## src/rtl/fe_reset_scheduler.sv

```systemverilog
// fe_reset_scheduler: schedules non-destructive FE resets and arbitrates the chip command line
// between the host command path and the FE reset engine.
module fe_reset_scheduler #(
    parameter int          PER_W = 32,
    parameter int          QUIET = 16,
    parameter int unsigned TMO   = 20'hFFFFF,
    parameter int          TMO_W = 20
) (
    input  logic             Clock,
    input  logic             Reset,
    input  logic             Enable,
    input  logic [PER_W-1:0] Period,
    input  logic             ManReq,
    input  logic             CmdBusy,
    input  logic             TrgBusy,
    input  logic             HostCmd,
    input  logic             RstCmd,
    input  logic             RstDone,
    output logic             Cmd,
    output logic             RstStart,
    output logic             Hold,
    output logic             Active,
    output logic             TmoErr,
    output logic [7:0]       NRst
);
    localparam int QW = $clog2(QUIET + 1);

    typedef enum logic [5:0] {
        S_IDLE = 6'b000001,
        S_REQ  = 6'b000010,
        S_STRT = 6'b000100,
        S_RUN  = 6'b001000,
        S_FIN  = 6'b010000,
        S_TOUT = 6'b100000
    } state_t;

    state_t           r_state;
    logic             r_pend;
    logic             r_owner;
    logic [PER_W-1:0] r_percnt;
    logic [QW-1:0]    r_qcnt;
    logic [TMO_W-1:0] r_tcnt;

    logic w_quiet;
    logic w_cnt_en;
    logic w_tick;
    logic w_tmo;
    logic w_run_exit;

    assign w_quiet    = !CmdBusy && !TrgBusy;
    assign w_cnt_en   = r_state == S_IDLE && Enable && Period != '0;
    assign w_tick     = w_cnt_en && r_percnt == Period - PER_W'(1);
    assign w_tmo      = r_tcnt == TMO_W'(TMO - 1);
    assign w_run_exit = r_state == S_RUN && (RstDone || w_tmo);

    always_ff @(posedge Clock) begin
        if (Reset) begin
            r_state  <= S_IDLE;
            r_pend   <= 1'b0;
            r_owner  <= 1'b0;
            r_percnt <= '0;
            r_qcnt   <= '0;
            r_tcnt   <= '0;
            Cmd      <= 1'b0;
            RstStart <= 1'b0;
            Hold     <= 1'b0;
            Active   <= 1'b0;
            TmoErr   <= 1'b0;
            NRst     <= '0;
        end else begin
            Cmd      <= r_owner ? RstCmd : HostCmd;
            RstStart <= 1'b0;
            // A request landing on the STRT cycle survives the clear
            r_pend   <= ManReq || w_tick || (r_pend && r_state != S_STRT);
            if (!Enable || w_run_exit)
                r_percnt <= '0;
            else if (w_cnt_en)
                r_percnt <= w_tick ? '0 : r_percnt + PER_W'(1);
            case (r_state)
                S_IDLE: begin
                    if (r_pend) begin
                        r_state <= S_REQ;
                        Hold    <= 1'b1;
                        Active  <= 1'b1;
                        r_qcnt  <= '0;
                    end
                end
                S_REQ: begin
                    if (!w_quiet)
                        r_qcnt <= '0;
                    else if (r_qcnt == QW'(QUIET - 1)) begin
                        r_state  <= S_STRT;
                        RstStart <= 1'b1;
                    end else
                        r_qcnt <= r_qcnt + QW'(1);
                end
                S_STRT: begin
                    r_owner <= 1'b1;
                    r_tcnt  <= '0;
                    r_state <= S_RUN;
                end
                S_RUN: begin
                    r_tcnt <= r_tcnt + TMO_W'(1);
                    if (RstDone)
                        r_state <= S_FIN;
                    else if (w_tmo)
                        r_state <= S_TOUT;
                end
                S_FIN: begin
                    NRst    <= NRst + 8'd1;
                    r_owner <= 1'b0;
                    Hold    <= 1'b0;
                    Active  <= 1'b0;
                    r_state <= S_IDLE;
                end
                S_TOUT: begin
                    TmoErr  <= 1'b1;
                    r_owner <= 1'b0;
                    Hold    <= 1'b0;
                    Active  <= 1'b0;
                    r_state <= S_IDLE;
                end
                default: begin
                    r_owner <= 1'b0;
                    Hold    <= 1'b0;
                    Active  <= 1'b0;
                    r_state <= S_IDLE;
                end
            endcase
        end
    end
endmodule

```

## config.mk

```make
export PLATFORM = sky130hd
export DESIGN_NAME = fe_reset_scheduler
export DESIGN_NICKNAME = d
export VERILOG_FILES = /design/src/rtl/fe_reset_scheduler.sv
export SDC_FILE = /design/constraint.sdc
export NUM_CORES = 1
export LEC_CHECK = 0
export BUFFER_PORTS_ARGS = -buffer_cell sky130_fd_sc_hd__clkbuf_2
export CAP_MARGIN = 0
export CORE_AREA = 10 10 101 103
export CTS_CLUSTER_DIAMETER = 30
export DETAILED_ROUTE_END_ITERATION = 16
export DIE_AREA = 0 0 111 113
export HOLD_SLACK_MARGIN = 0.05
export PLACE_DENSITY = 0.8
export REMOVE_ABC_BUFFERS = 1
export SYNTH_ARGS = -nofsm -noshare
export SYNTH_HDL_FRONTEND = slang
export SYNTH_SLANG_ARGS = --single-unit
```

## constraint.sdc

```tcl
create_clock -name Clock -period 4.84 [get_ports Clock]
set_clock_uncertainty 0.05 [all_clocks]
set_input_delay 1.452 -clock Clock [delete_from_list [all_inputs] [get_ports Clock]]
set_output_delay 1.452 -clock Clock [all_outputs]
set_load 0.005 [all_outputs]
```

# Yosys cells after proc, flatten, opt, wreduce, memory -nomap -nowiden
# Index checks and enable logic that the tools add are counted.
# totals
reg_bits	77
input_bits	41
output_inout_bits	13
elab_cells	74
# op_classes
n_addsub	5
eq_ne	15
muxes	17
bitwise_logic	3
reduce_logical	23
# ops
op	n
20-bit case mux with 2 select lines	1
32-bit by 1-bit adder with 32-bit output, second input constant	1
32-bit == test	1
32-bit two-way mux	1
32-bit nonzero test	1
32-bit by 1-bit subtractor with 32-bit output, second input constant	1
6-bit two-way mux	5
6-bit case mux with 4 select lines	1
20-bit by 1-bit adder with 20-bit output, second input constant	1
20-bit == test, second input constant	1
5-bit two-way mux	3
5-bit case mux with 2 select lines	1
3-bit OR reduction	3
8-bit by 1-bit adder with 8-bit output, second input constant	1
6-bit by 1-bit == test with 1-bit output, second input constant	1
6-bit by 2-bit == test with 1-bit output, second input constant	1
6-bit by 3-bit == test with 1-bit output, second input constant	1
6-bit by 4-bit == test with 1-bit output, second input constant	1
6-bit by 5-bit == test with 1-bit output, second input constant	1
6-bit == test, second input constant	1
1-bit logical AND	6
2-bit != test, second input constant	3
3-bit != test, second input constant	2
6-bit by 3-bit != test with 1-bit output, second input constant	1
other kinds (12)	23

# Depth between registers and ports, before layout
# logic_depth
word_depth	6
mapped_depth	12
depth_no_buf	10

# Worst setup path after synthesis
# OpenSTA, ideal clock, no wires.
# synth_path
kind	input to register
start	in Period[0]
end	reg r_percnt[13]
setup_ns	0.115
arrival_time_ns	3.959
required_time_ns	4.675
setup_slack_ns	0.716
stages	11
path_buffers	1
cell_sequence	inv_1 > ha_1 > or3b_2 > or4_2 > o21ai_0 > nand4b_1 > nor4_2 > nand4_2 > o21bai_4 > buf_6 > nor2_1
# synth_between
elab_chain_len	4
elab_cells_between_ends	6
cone_classes	1 x add/sub; 1 x eq/ne; 1 x mux; 3 x reduce/logical
# synth_lines
element	line	source
start, declared	12	input logic [PER_W-1:0] Period,
32-bit by 1-bit subtractor with 32-bit output / 32-bit nonzero test (equally long branches)	52, 51	
32-bit == test / 1-bit logical AND (equally long branches)	52, 51	
1-bit logical AND	52	assign w_tick = w_cnt_en && r_percnt == Period - PER_W'(1);
32-bit two-way mux	78	r_percnt <= w_tick ? '0 : r_percnt + PER_W'(1);
end signal, assigned	78	
end, declared	40	logic [PER_W-1:0] r_percnt;
# Parallel ways exist; a longest one is shown, timed or not.
# A chain may end at the register's enable or synchronous reset.

# Final worst setup path
# layout_path
start	in Period[0]
end	reg r_percnt[7]
# The elaborated chain is that of the path after synthesis.

==> out/qor.csv <==
stage;metric;value;unit
status;outcome;completed;
synthesis;Mapped Cells;587;
routing;remaining antenna violation count;0;
routing;DRT Wirelength;11200;um
grt;vias in the first global route;4290;
worst_setup_path;critical path data required time;5.03;ns
power_and_ir_drop;Power Density;236;mW/mm2
synthesis;synthesized area;0.00474;mm2
synthesis;most numerous cell in the Yosys netlist;nor2_1;
power_and_ir_drop;Max IR drop VDD;0.000227;V
synthesis;EDFF count, synth;0;
cells_and_area;Final Util;0.648;
grt;number of antenna violations at the first check in global routing;0;
job;Max Cap Viol;0;
clock_network;post-CTS setup buffers;0;
placement;HPWL Detailed;8790;um
clock_network;Root Buffer;clkbuf_8;
worst_setup_path;CP cell instances;clkbuf_2 > inv_1 > ha_1 > or3b_2 > or4_2 > o21ai_0 > nand4b_1 > nor4_2 > nand4_2 > o21bai_4 > buf_12 > nor2_1;
grt;pin count of the biggest net entering global routing;41;
synthesis;post-synthesis compound-gate area fraction;0.111;
clock_network;post-CTS sizing;0;
worst_setup_path;Setup crit end kind;flop;
cells_and_area;ANT cells;0;
timing;setup TNS;0;ns
floorplanning;Initial Util;0.583;
synthesis;mux share of post-synthesis cell area;0.0219;
placement;gpl congestion;0.878;
synthesis;top cells by count, synth;nor2_1 (80), dfxtp_1 (77), nand2_1 (42), xnor2_1 (40), xor2_1 (35);
floorplanning;Die X;111;um
routing;vias per cell;5.89;
timing;Achievable Freq;240;MHz
floorplanning;row count;33;
timing;Worst-Margin Slew;0.783;ns
synthesis;adder-cell area share of the yosys netlist;0.0211;
worst_setup_path;Critical Path AT;4.36;ns
synthesis;syn_area_per_cell;8.08;um2
worst_setup_path;Worst path slowest cell;or4_2;
synthesis;Post-Synth XOR/XNOR Area;0.139;
worst_setup_path;worst-path maximum fanout;30;
worst_setup_path;CP max stage delay;0.62;ns
timing;Fin. Hold Viols;0;
timing;WHS;0.438;ns
clock_network;Num Clock Sinks;77;
cells_and_area;share of cells above drive strength 1;0.159;
placement;Inst Count DP;732;
placement;buffers added on ports;53;
synthesis;Top FF cell, synth;dfxtp_1;
timing;Min Clock Period, post-route;4.16;ns
cells_and_area;Layout Cells excl Fill;748;
worst_setup_path;element type at the critical path start;input port;
routing;detailed-route via count;4404;
floorplanning;die height;113;um
clock_network;hold buffer count at cts;0;
clock_network;clk_lat worst skew;0.35;ns
synthesis;Yosys top cell area share;0.325;
synthesis;cell taking the most area after synthesis;dfxtp_1;
cells_and_area;nets@finish;687;
synthesis;Area contributors post-synth;dfxtp_1 (33%), xnor2_1 (7.4%), xor2_1 (6.5%);
timing;Max Slew Vio Count;0;
cells_and_area;fillcell total;692;
floorplanning;# IOs;54;
routing;initial drt markers;205;
synthesis;asr flop ratio synth;0;
placement;Placed Area;0.00508;mm2
clock_network;CTS max path bufs;2;
timing;final cycle utilization of the critical path;0.860;
worst_setup_path;crit path kind;in -> reg;
routing;DRC viols;0;
timing;unrepaired setup endpoints after global routing;false;
synthesis;simple-gate share of the synthesized area;0.342;
clock_network;htree depth;3;
clock_network;CTS tree;built;
synthesis;largest family of logic cells by synthesized area;simple AND/OR/NAND/NOR gates;
routing;1st-pass router iterations;4;
synthesis;#FFs+latches synth;77;
timing;Rel. slew slack;0.478;
routing;DR WL/cell;15.0;um
grt;first-pass GRT wire length;19200;um
clock_network;number of CTS-inserted buffers;9;
floorplanning;core area;0.00813;mm2
grt;Global Route Usage Sum;0.177;
clock_network;clock slew at reported path FFs;0.08;ns
cells_and_area;fin area;0.00527;mm2
power_and_ir_drop;Lkg Pwr;1.87;nW
timing;final setup vio count;0;
synthesis;post-synthesis sequential area ratio;0.325;
worst_hold_path;Hold Crit Class;reg -> reg;
floorplanning;Die ar.;0.0125;mm2
synthesis;distinct cell type count after synthesis;63;
synthesis;Synth warnings;0;
cells_and_area;Syn-to-layout area delta;11.1;%
grt;total grt overflow;0;
==> flip-flops by register name (all words and copies together) (netlist names) <==
name	count
r_percnt	32
r_tcnt	20
NRst	8
r_state	6
r_qcnt	5
Active	1
Cmd	1
RstStart	1
TmoErr	1
r_owner	1
r_pend	1
==> per-stage QoR <==
step / power [mW] / worst slack [ns]
after floorplan: 0.729 / 0.483
after global placement: 0.780 / 0.370
after detailed placement: 0.785 / 0.284
after CTS: 1.25 / 0.665
after global routing: 1.30 / 0.497
final: 1.25 / 0.677
==> final cells by class <==
| cell class | instances | area, um2 | share of cell area |
|---|---|---|---|
| flip-flops and latches | 77 | 1540 | 0.293 |
| clock buffers | 12 | 145 | 0.0275 |
| multi-input cells | 472 | 3010 | 0.570 |
| clock inverters | 4 | 47.5 | 0.00902 |
| inverters | 18 | 67.6 | 0.0128 |
| well taps | 105 | 131 | 0.0249 |
| repair buffers | 60 | 330 | 0.0627 |
==> cell families after synthesis <==
logic type      after synthesis
simple gates                300
compound gates               79
flops                        77
xor+xnor                     75
buf+inv                      38
mux                          10
fa+ha+maj                     8
==> report_power, final <==
group          internal [mW]  switching [mW]
clock                  0.251           0.223
sequential             0.639         0.00650
combinational         0.0523          0.0731
==> worst paths after layout <==
path / startpoint / to / slack (ns) / cells after the start
worst max register to register: r_state[1] / r_percnt[23] / 1.78 / 8
worst min-delay path: r_tcnt[11] / r_tcnt[11] / 0.44 / 1
worst max-delay path: Period[0] / r_percnt[7] / 0.68 / 12
worst min register to register: r_tcnt[11] / r_tcnt[11] / 0.44 / 1
==> critical path: cells and delay by family <==
family	cells	cell delay (ns)
AOI/OAI and AO/OA	2	0.36
adders and majority gates	1	0.23
buffers and inverters	3	0.40
and+or+nand+nor	6	1.91
==> cells in the final DEF (no fill, tap or decap), drive strengths merged, types with 3 or more instances in the layout <==
master,count
and4,5
nand4,17
nor3b,9
clkbuf,65
nand2,42
nand3b,6
or4,9
mux2,3
ha,8
o21ai,17
dfxtp,77
a31oi,8
buf,7
inv,18
nor2b,6
xnor2,40
nand2b,7
o21a,3
and2,3
nor3,32
nor4,18
or3,11
a211oi,4
xor2,35
a21oi,24
o211ai,4
nand3,24
mux2i,7
and3,11
nor2,89
==> routing by layer <==
layer / vias to the layer above / track usage / wire length (um)
li1: 2193 / - / -
met1: 2063 / 0.206 / 4960
met2: 122 / 0.299 / 5370
met3: 26 / 0.0407 / 537
met4: 0 / 0.0920 / 319
met5: - / 0 / 0
(Power assumes the default switching activity.)
